File: config.mk
export PLATFORM = sky130hd
export DESIGN_NAME = mixer_multi_flat
export DESIGN_NICKNAME = d
export VERILOG_FILES = /design/src/rtl/mixer_multi_pkg.sv /design/src/rtl/mixer_multi_if.sv /design/src/rtl/mixer_multi_dsm1.sv /design/src/rtl/mixer_multi.sv /design/src/flat_wrapper.sv
export SDC_FILE = /design/constraint.sdc
export NUM_CORES = 1
export LEC_CHECK = 0
export BUFFER_PORTS_ARGS = -buffer_cell sky130_fd_sc_hd__buf_2
export CAP_MARGIN = 25
export CELL_PAD_IN_SITES_DETAIL_PLACEMENT = 1
export CELL_PAD_IN_SITES_GLOBAL_PLACEMENT = 2
export CORE_ASPECT_RATIO = 0.9
export CORE_UTILIZATION = 37
export CTS_BUF_LIST = sky130_fd_sc_hd__clkbuf_4
export CTS_CLUSTER_SIZE = 28
export DETAILED_ROUTE_END_ITERATION = 12
export GPL_TIMING_DRIVEN = 0
export HOLD_SLACK_MARGIN = 0.15
export PLACE_DENSITY_LB_ADDON = 0.3
export SLEW_MARGIN = 0
export SYNTH_ARGS = -nofsm -noshare
export SYNTH_HDL_FRONTEND = slang
export SYNTH_SLANG_ARGS = --single-unit
File: constraint.sdc
create_clock -name clk28 -period 7.14 [get_ports clk28]
set_input_delay 0.357 -clock clk28 [delete_from_list [all_inputs] [get_ports clk28]]
set_output_delay 0.357 -clock clk28 [all_outputs]
set_load 0.1 [all_outputs]
File: src/rtl/mixer_multi_pkg.sv
// Shared types and constants for the N-channel stereo mixer.
// Build option: MIXER_SOFTMUTE_EN (see mixer_multi.sv).
package mixer_multi_pkg;

    typedef enum logic [1:0] {
        VOL_MUTE    = 2'd0,
        VOL_QUARTER = 2'd1,
        VOL_HALF    = 2'd2,
        VOL_FULL    = 2'd3
    } vol_t;

    localparam int unsigned PAN_L_BIT = 0;
    localparam int unsigned PAN_R_BIT = 1;

endpackage

File: src/rtl/mixer_multi_if.sv
// Source-side bus of the mixer: channel samples/volume/pan in, mixes and DAC bits out.
interface mixer_multi_if #(
    parameter  int NUM_CH   = 6,
    parameter  int SAMPLE_W = 8,
    localparam int ACC_W    = SAMPLE_W + $clog2(NUM_CH)
);
    logic [NUM_CH*SAMPLE_W-1:0] ch_data;
    logic [NUM_CH*2-1:0]        ch_vol;
    logic [NUM_CH*2-1:0]        ch_pan;
    logic                       mute;
    logic [ACC_W-1:0]           mix_l;
    logic [ACC_W-1:0]           mix_r;
    logic                       mix_valid;
    logic                       dac_l;
    logic                       dac_r;

    modport master (
        output ch_data, ch_vol, ch_pan, mute,
        input  mix_l, mix_r, mix_valid, dac_l, dac_r
    );

    modport slave (
        input  ch_data, ch_vol, ch_pan, mute,
        output mix_l, mix_r, mix_valid, dac_l, dac_r
    );

endinterface

File: src/rtl/mixer_multi_dsm1.sv
// First-order delta-sigma 1-bit DAC: carry of a W-bit phase accumulator, registered.
module dsm1 #(
    parameter int W = 11
) (
    input  logic         clk28,
    input  logic         usrrst_n,
    input  logic [W-1:0] in,
    output logic         out
);

    // Only the low W bits of the running sum are kept; its carry goes straight to out_q.
    logic [W-1:0] s_q;
    logic [W:0]   s_d;
    logic         out_q;

    always_comb begin
        s_d = {1'b0, s_q} + {1'b0, in};
    end

    always_ff @(posedge clk28 or negedge usrrst_n) begin
        if (!usrrst_n) begin
            s_q   <= '0;
            out_q <= 1'b0;
        end else begin
            s_q   <= s_d[W-1:0];
            out_q <= s_d[W];
        end
    end

    assign out = out_q;

endmodule

File: src/rtl/mixer_multi.sv
// Time-multiplexed N-channel stereo mixer feeding two delta-sigma DACs.
// Build option: define MIXER_SOFTMUTE_EN for the ramped master soft-mute on the DAC path.
module mixer_multi
    import mixer_multi_pkg::*;
#(
    parameter  int NUM_CH   = 6,
    parameter  int SAMPLE_W = 8,
    parameter  int VOL_W    = 2,
    localparam int ACC_W    = SAMPLE_W + $clog2(NUM_CH)
) (
    input  logic            clk28,
    input  logic            usrrst_n,
    mixer_multi_if.slave    bus
);

    localparam int CNT_W = $clog2(NUM_CH + 1);

    logic [CNT_W-1:0]    cnt_q, cnt_d;
    logic [ACC_W-1:0]    acc_l_q, acc_l_d;
    logic [ACC_W-1:0]    acc_r_q, acc_r_d;
    logic [ACC_W-1:0]    mix_l_q, mix_l_d;
    logic [ACC_W-1:0]    mix_r_q, mix_r_d;
    logic                valid_q, valid_d;
    logic [SAMPLE_W-1:0] sample;
    logic [SAMPLE_W-1:0] scaled;
    logic [1:0]          pan;
    vol_t                vol;
    logic                latch;
    logic [ACC_W-1:0]    dsm_in_l, dsm_in_r;
    logic                dac_l_w, dac_r_w;

    assign latch = (cnt_q == CNT_W'(NUM_CH));

    always_comb begin
        sample = '0;
        vol    = VOL_MUTE;
        pan    = '0;
        for (int unsigned i = 0; i < NUM_CH; i++) begin
            if (cnt_q == CNT_W'(i)) begin
                sample = bus.ch_data[i*SAMPLE_W +: SAMPLE_W];
                vol    = vol_t'(bus.ch_vol[i*VOL_W +: VOL_W]);
                pan    = bus.ch_pan[i*2 +: 2];
            end
        end
        case (vol)
            VOL_FULL:    scaled = sample;
            VOL_HALF:    scaled = sample >> 1;
            VOL_QUARTER: scaled = sample >> 2;
            default:     scaled = '0;
        endcase
    end

    always_comb begin
        cnt_d   = latch ? '0 : cnt_q + 1'b1;
        acc_l_d = acc_l_q;
        acc_r_d = acc_r_q;
        mix_l_d = mix_l_q;
        mix_r_d = mix_r_q;
        if (latch) begin
            mix_l_d = acc_l_q;
            mix_r_d = acc_r_q;
            acc_l_d = '0;
            acc_r_d = '0;
        end else begin
            if (pan[PAN_L_BIT]) acc_l_d = acc_l_q + ACC_W'(scaled);
            if (pan[PAN_R_BIT]) acc_r_d = acc_r_q + ACC_W'(scaled);
        end
        // Strobe is registered so it is high exactly while the scan sits in the latch slot.
        valid_d = (cnt_d == CNT_W'(NUM_CH));
    end

    always_ff @(posedge clk28 or negedge usrrst_n) begin
        if (!usrrst_n) begin
            cnt_q   <= '0;
            acc_l_q <= '0;
            acc_r_q <= '0;
            mix_l_q <= '0;
            mix_r_q <= '0;
            valid_q <= 1'b0;
        end else begin
            cnt_q   <= cnt_d;
            acc_l_q <= acc_l_d;
            acc_r_q <= acc_r_d;
            mix_l_q <= mix_l_d;
            mix_r_q <= mix_r_d;
            valid_q <= valid_d;
        end
    end

`ifdef MIXER_SOFTMUTE_EN
    localparam int G_W = $clog2(ACC_W + 1);

    logic [G_W-1:0] g_q, g_d;

    always_comb begin
        g_d = g_q;
        if (valid_q) begin
            if (bus.mute) begin
                if (g_q != G_W'(ACC_W)) g_d = g_q + 1'b1;
            end else begin
                if (g_q != '0) g_d = g_q - 1'b1;
            end
        end
    end

    always_ff @(posedge clk28 or negedge usrrst_n) begin
        if (!usrrst_n) g_q <= G_W'(ACC_W);
        else           g_q <= g_d;
    end

    assign dsm_in_l = mix_l_q >> g_q;
    assign dsm_in_r = mix_r_q >> g_q;
`else
    logic unused_mute;
    assign unused_mute = bus.mute;
    assign dsm_in_l    = mix_l_q;
    assign dsm_in_r    = mix_r_q;
`endif

    dsm1 #(.W(ACC_W)) u_dsm_l (
        .clk28    (clk28),
        .usrrst_n (usrrst_n),
        .in       (dsm_in_l),
        .out      (dac_l_w)
    );

    dsm1 #(.W(ACC_W)) u_dsm_r (
        .clk28    (clk28),
        .usrrst_n (usrrst_n),
        .in       (dsm_in_r),
        .out      (dac_r_w)
    );

    assign bus.mix_l     = mix_l_q;
    assign bus.mix_r     = mix_r_q;
    assign bus.mix_valid = valid_q;
    assign bus.dac_l     = dac_l_w;
    assign bus.dac_r     = dac_r_w;

endmodule

File: src/flat_wrapper.sv
// flat-port wrapper written by rule: the top's interface ports become plain ports
module mixer_multi_flat import mixer_multi_pkg::*;
#(
    parameter  int NUM_CH   = 6,
    parameter  int SAMPLE_W = 8,
    parameter  int VOL_W    = 2,
    localparam int ACC_W    = SAMPLE_W + $clog2(NUM_CH)
)
  (clk28, usrrst_n, bus_ch_data, bus_ch_vol, bus_ch_pan, bus_mute, bus_mix_l, bus_mix_r, bus_mix_valid, bus_dac_l, bus_dac_r);
  mixer_multi_if #(.NUM_CH(NUM_CH), .SAMPLE_W(SAMPLE_W)) bus_i ();
  input  logic clk28;
  input  logic usrrst_n;
  input wire logic [$bits(bus_i.ch_data)-1:0] bus_ch_data;
  input wire logic [$bits(bus_i.ch_vol)-1:0] bus_ch_vol;
  input wire logic [$bits(bus_i.ch_pan)-1:0] bus_ch_pan;
  input wire logic [$bits(bus_i.mute)-1:0] bus_mute;
  output wire logic [$bits(bus_i.mix_l)-1:0] bus_mix_l;
  output wire logic [$bits(bus_i.mix_r)-1:0] bus_mix_r;
  output wire logic [$bits(bus_i.mix_valid)-1:0] bus_mix_valid;
  output wire logic [$bits(bus_i.dac_l)-1:0] bus_dac_l;
  output wire logic [$bits(bus_i.dac_r)-1:0] bus_dac_r;
  assign bus_i.ch_data = bus_ch_data;
  assign bus_i.ch_vol = bus_ch_vol;
  assign bus_i.ch_pan = bus_ch_pan;
  assign bus_i.mute = bus_mute;
  assign bus_mix_l = bus_i.mix_l;
  assign bus_mix_r = bus_i.mix_r;
  assign bus_mix_valid = bus_i.mix_valid;
  assign bus_dac_l = bus_i.dac_l;
  assign bus_dac_r = bus_i.dac_r;
  mixer_multi #(.NUM_CH(NUM_CH), .SAMPLE_W(SAMPLE_W), .VOL_W(VOL_W)) u_core (.clk28(clk28), .usrrst_n(usrrst_n), .bus(bus_i));
endmodule
# Word-level counts from Yosys, hierarchy flattened
# Index checks and enable logic that the tools add are counted.
dict set report word_totals {
  ff_bits 72
  in_bits 75
  out_inout_bits 25
  word_cells 52
}
dict set report classes {
  add_sub_neg 5
  eq_ne 10
  muxes 24
  n_reduce_logical 3
}
# op n
set op_table {}
lappend op_table {{$mux 8} 6}
lappend op_table {{$mux 11} 4}
lappend op_table {{$add 11x11->12} 2}
lappend op_table {{$mux 2} 12}
lappend op_table {{$pmux 8 s3} 1}
lappend op_table {{$add 11x8->11} 2}
lappend op_table {{$eq 3x3->1 const B} 4}
lappend op_table {{$eq 3x2->1 const B} 2}
lappend op_table {{$eq 2x2->1 const B} 2}
lappend op_table {{$reduce_bool 2->1} 2}
lappend op_table {{$add 3x1->3 const B} 1}
lappend op_table {{$eq 3x1->1 const B} 1}
lappend op_table {{$logic_not 3->1} 1}
lappend op_table {{$mux 3} 1}
lappend op_table {{$eq 2x1->1 const B} 1}

# Logic depth before layout (Yosys ltp)
dict set report logic_depth {
  word_depth 12
  depth_mapped 22
  mapped_depth_nobuf 19
}

# By module
# Synthesis repeated with hierarchy kept, for this count alone.
dict set report hier_totals {
  hier_cells 574
  area_unflattened_um2 5116.2
}
# mod n_inst cells_per_inst area_each_um2 seq_area_each_um2
set by_module_without_submodules {}
lappend by_module_without_submodules {mixer_multi 1 416 3509.6 1201.2}
lappend by_module_without_submodules {dsm1 2 79 803.3 300.3}

# Worst setup path before layout
# OpenSTA, ideal clock, no wires.
dict set report synth_timing {
  kind {flip-flop to flip-flop}
  start {register u_core.cnt_q[1]}
  end {register u_core.acc_r_q[10]}
  setup_ps 76
  t_arrival_ps 4104
  t_required_ps 7064
  setup_slack_ps 2959
  stages_incl_launch_ff 22
  n_path_buf 4
  period_less_slack_ps 4181
  path_cell_list {dfrtp_1 -> buf_6 -> buf_4 -> inv_1 -> nor2_1 -> ha_1 -> clkbuf_1 -> a21oi_1 -> a31o_1 -> buf_2 -> nor2_1 -> a21oi_1 -> o21ai_0 -> ha_1 -> o21a_1 -> o21a_1 -> nand2_1 -> nor3b_1 -> o32ai_1 -> o31a_1 -> or4_1 -> o21ai_1}
}
dict set report synth_between {
  elab_chain_len 12
  elab_cells_between_ends 33
  cone_classes {add/sub: 1; eq/ne: 9; mux: 21; reduce/logical: 2}
}
# item line_no
set synth_lines {}
lappend synth_lines {{from (decl)} mixer_multi.sv:18} ;# logic [CNT_W-1:0] cnt_q, cnt_d;
lappend synth_lines {{from (signal assigned)} mixer_multi.sv:81} ;# cnt_q <= cnt_d;
lappend synth_lines {{$logic_not 3->1} mixer_multi.sv:39} ;# if (cnt_q == CNT_W'(i)) begin
lappend synth_lines {{$mux 2 (6 in a row)} mixer_multi.sv:39}
lappend synth_lines {{$eq 2x1->1 / $eq 2x2->1 (equally long branches)} mixer_multi.sv:45} ;# case (vol)
lappend synth_lines {{$pmux 8 s3} mixer_multi.sv:45}
lappend synth_lines {{$add 11x8->11} mixer_multi.sv:66} ;# if (pan[PAN_R_BIT]) acc_r_d = acc_r_q + ACC_W'(scaled);
lappend synth_lines {{$mux 11} mixer_multi.sv:66}
lappend synth_lines {{$mux 11} mixer_multi.sv:59} ;# if (latch) begin
lappend synth_lines {{to (signal assigned)} mixer_multi.sv:83} ;# acc_r_q <= acc_r_d;
lappend synth_lines {{to (decl)} mixer_multi.sv:20} ;# logic [ACC_W-1:0] acc_r_q, acc_r_d;
# Parallel ways exist; a longest one is shown, timed or not. The select of a mux whose other input is x is not followed.
# A chain may end at the register's enable or synchronous reset.

# Worst setup path in the final report
dict set report layout_timing {
  start {register u_core.cnt_q[1]}
  end {register u_core.acc_r_q[7]}
}
# Same word-level chain as after synthesis.

==> results by group <==
Floorplanning
  • Std cell rows: 40
  • Core region area: 13500 um2
  • Initial core utilization: 0.385
  • Num ports: 100
  • Die H: 114 um
  • Die area: between 10000 and 15000 um2
  • Width of the chip: 127 um

Synthesis
  • Post-Syn Nets: 720
  • Synth Instances: 606
  • Post-synth cell types: 70
  • Yosys warns: 0
  • Asr flop ratio synth: 1.00
  • Most used DFF post-synth: dfrtp_1
  • Avg Inst Size Synth: between 8 and 9 um2
  • Netlist Area Pre-Place: 5200 um2
  • Register area share after synthesis: 0.347
  • Yosys reg bits: 72
  • Post-synth EDFFs: 0

Setup path
  • CP max FO: 10
  • Critical path cell sequence: buf_6 > buf_4 > inv_1 > nor2_1 > ha_1 > clkbuf_1 > a21oi_1 > a31o_1 > buf_2 > nor2_1 > a21oi_1 > o21ai_0 > ha_1 > o21a_1 > o21a_1 > nand2_1 > nor3b_1 > nand4b_1 > a2111oi_2 > nor3_1 > nor3_1
  • Crit end category: register
  • Flop2flop setup slack: around 1900 ps
  • Worst reg2reg endpoint: u_core.acc_r_q[7]
  • CP required: 7500 ps
  • Slowest cell delay on critical path: ~560 ps
  • R2R depth: 21
  • Critical Path Source Type: register
  • Crit-path slowest cell: a2111oi_2
  • WS Path Type: register to register
  • R2R Path Start: u_core.cnt_q[1]
  • Crit path DAT: 5630 ps

Global route
  • Largest net degree at the start of global routing: 39
  • Number of global-route vias before repair: 5214
  • Grt total ovfl: 0
  • First-pass GRT wire length: 26200 um
  • Total GRT Usage: 0.228
  • Initial antenna violation count: 0

Timing
  • Final setup TNS: 0 ps
  • Final min period: approximately 5300 ps
  • Setup Skew: around 9.1 ps
  • Setup violations, final: 0
  • Max_slew headroom: 0.520
  • Hold Slack: 418 ps
  • Worst Tran Pin Value: 714 ps
  • Fin crit share: 0.739
  • Max Slew Vio Count: 0
  • RSZ-0062 raised after global routing: false
  • FMAX: around 0.19 GHz
  • Final hold viol count: 0

Routing
  • Drt drc: 0
  • Vias: 4998
  • WL per Instance: 17.4 um
  • Initial DRC count: between 150 and 200
  • Pre-antenna DRT Iters: 4
  • Via density: about 5.6
  • Final wirelength: about 15000 um
  • Post-DRT Antenna Nets: 0

Clock network
  • CTS tree: done
  • CTS root buffer: clkbuf_4
  • Cells resized by post-CTS repair: 0
  • Hold-fix buffers, CTS: 1
  • Clock network latency to the later pin of the worst-skew pair: 430 ps
  • Setup Buffers After CTS: 0
  • Maximum clock path buffer count: 2
  • Total clock sinks: 72
  • Number of CTS-inserted buffers: 9
  • CTS H-tree depth: 3
  • Reg clk slew, reported paths: 120 ps

Flow run
  • Max-Cap Viols: 0

Placement
  • DP Wirelength: around 12000 um
  • Port Buffers: ~100
  • Placed Cells: 873
  • RD Place Congestion: ~0.87

Cells and area
  • Layout cells sized above 1: 0.211
  • Most frequent cells in the layout: buf_2 (103), nand2_1 (96), dfrtp_1 (72)
  • Post-layout net count: 831
  • Antenna cells: 0
  • Layout Cells excl Fill: 889
  • Area grow syn2layout: 16.6%
  • Most common cell after layout, fill and taps aside: buf_2

Run status
  • Status: finished clean

Min path
  • Class of the worst hold path: input pin to asynchronous set/reset pin

Power and ir drop
  • Sequential fraction of design power: 0.296
  • Internal power: 1.02 mW
  • Clock power frac: 0.128
  • PwrDens: 337 nW/um2
  • Pleak: between 2 and 3 nW
  • Tot Pwr: 2.04 mW
  • Switching Share: 0.501
  • Sw power: 1.02 mW
  • Combinational Power Share: 0.577
  • Worst-case vdd ir drop: 0.234 mV
-- logic make-up (layout without fill, tap and decap cells) --
group,after synthesis,in the layout,share of synthesized area
AND/OR/NAND/NOR,237,237,0.219
AO/OA/AOI/OAI,163,163,0.214
flip-flops,72,72,0.347
buffers and inverters,56,171,0.0484
adder cells (fa/ha/maj),40,40,0.0987
multiplexers,25,25,0.0510
XOR/XNOR,13,13,0.0219
-- power by group through the flow --
stage	registers (mW)	clock network [mW]	logic, mW
floorplan	0.987	0	0.574
global placement	0.609	0	1.15
detailed placement	0.615	0	1.19
CTS	0.607	0.276	1.20
global route	0.618	0.287	1.31
finish	0.604	0.261	1.18
-- metrics by stage --
step	worst slack [ps]	area (um2)	util
after floorplan	2960	5200	-
after global placement	2010	5900	0.437
after detailed placement	2000	5920	0.438
after CTS	1930	6060	0.449
after global routing	1480	6060	0.449
final	1870	6060	0.449
-- cells in the mapped netlist (all sizes together) (4+ instances only) --
| library cell | count | area (um2) |
|---|---|---|
| nor2b | 6 | 37.5 |
| a2111oi | 5 | 50.0 |
| a221o | 6 | 60.1 |
| a31o | 5 | 43.8 |
| a211oi | 4 | 30.0 |
| a21oi | 31 | 155 |
| or2 | 7 | 43.8 |
| o21a | 11 | 82.6 |
| nand2 | 96 | 360 |
| clkbuf | 14 | 52.6 |
| nand4b | 4 | 35.0 |
| mux2 | 9 | 101 |
| buf | 15 | 97.6 |
| nand2b | 6 | 37.5 |
| o211ai | 4 | 35.0 |
| nand3 | 13 | 65.1 |
| xnor2 | 11 | 96.3 |
| o31a | 4 | 35.0 |
| nor2 | 48 | 180 |
| nor4b | 7 | 61.3 |
| a31oi | 4 | 40.0 |
| ha | 37 | 463 |
| nor3b | 5 | 37.5 |
| a21o | 7 | 52.6 |
| a21boi | 7 | 52.6 |
| o21ai | 46 | 230 |
| inv | 27 | 101 |
| nand3b | 4 | 30.0 |
| nor3 | 22 | 110 |
| mux2i | 16 | 164 |
| or3 | 4 | 25.0 |
| dfrtp | 72 | 1800 |
-- layer usage --
metal	up-vias	track usage	wire length, um
met5	-	0	0
met4	0	0.0619	216
met3	14	0.0332	414
met2	51	0.388	7390
met1	2508	0.304	7440
li1	2425	-	-
-- state kept, by name, indices dropped and copies added, names as in the netlist --
register,count
u_core.cnt_q,3
u_core.bus.mix_valid,1
u_core.acc_l_q,11
u_core.bus.mix_l,11
u_core.u_dsm_r.out,1
u_core.bus.mix_r,11
u_core.u_dsm_l.out,1
u_core.acc_r_q,11
u_core.u_dsm_r.s_q,11
u_core.u_dsm_l.s_q,11
-- worst max path at each step --
stage / startpoint / to / cells after the start
6_report: u_core.cnt_q[1] / u_core.acc_r_q[7] / 21
5_1_grt: u_core.cnt_q[1] / u_core.acc_r_q[7] / 21
4_1_cts: u_core.cnt_q[1] / u_core.acc_r_q[7] / 21
3_5_place_dp: u_core.cnt_q[1] / u_core.acc_r_q[7] / 21
3_3_place_gp: u_core.cnt_q[1] / u_core.acc_r_q[7] / 21
2_1_floorplan: u_core.cnt_q[1] / u_core.acc_r_q[10] / 21
-- cell type report --
type                            count  area (um2)
Inverter                           27         101
Buffer                             29         150
Tap cell                          168         210
Fill cell                        1688        7450
Clock buffer                       11        82.6
Timing Repair Buffer              100         523
Sequential cell                    72        1800
Clock inverter                      4        46.3
Multi-Input combinational cell    478        3150
-- critical path, delay by kind of cell, from the launching register on --
kind	cells	cell delay (ps)
AOI/OAI and AO/OA	7	2010
adders and majority gates	2	660
buffers and inverters	5	1140
DFF	1	400
and+or+nand+nor	7	990
(Power assumes the default switching activity.)
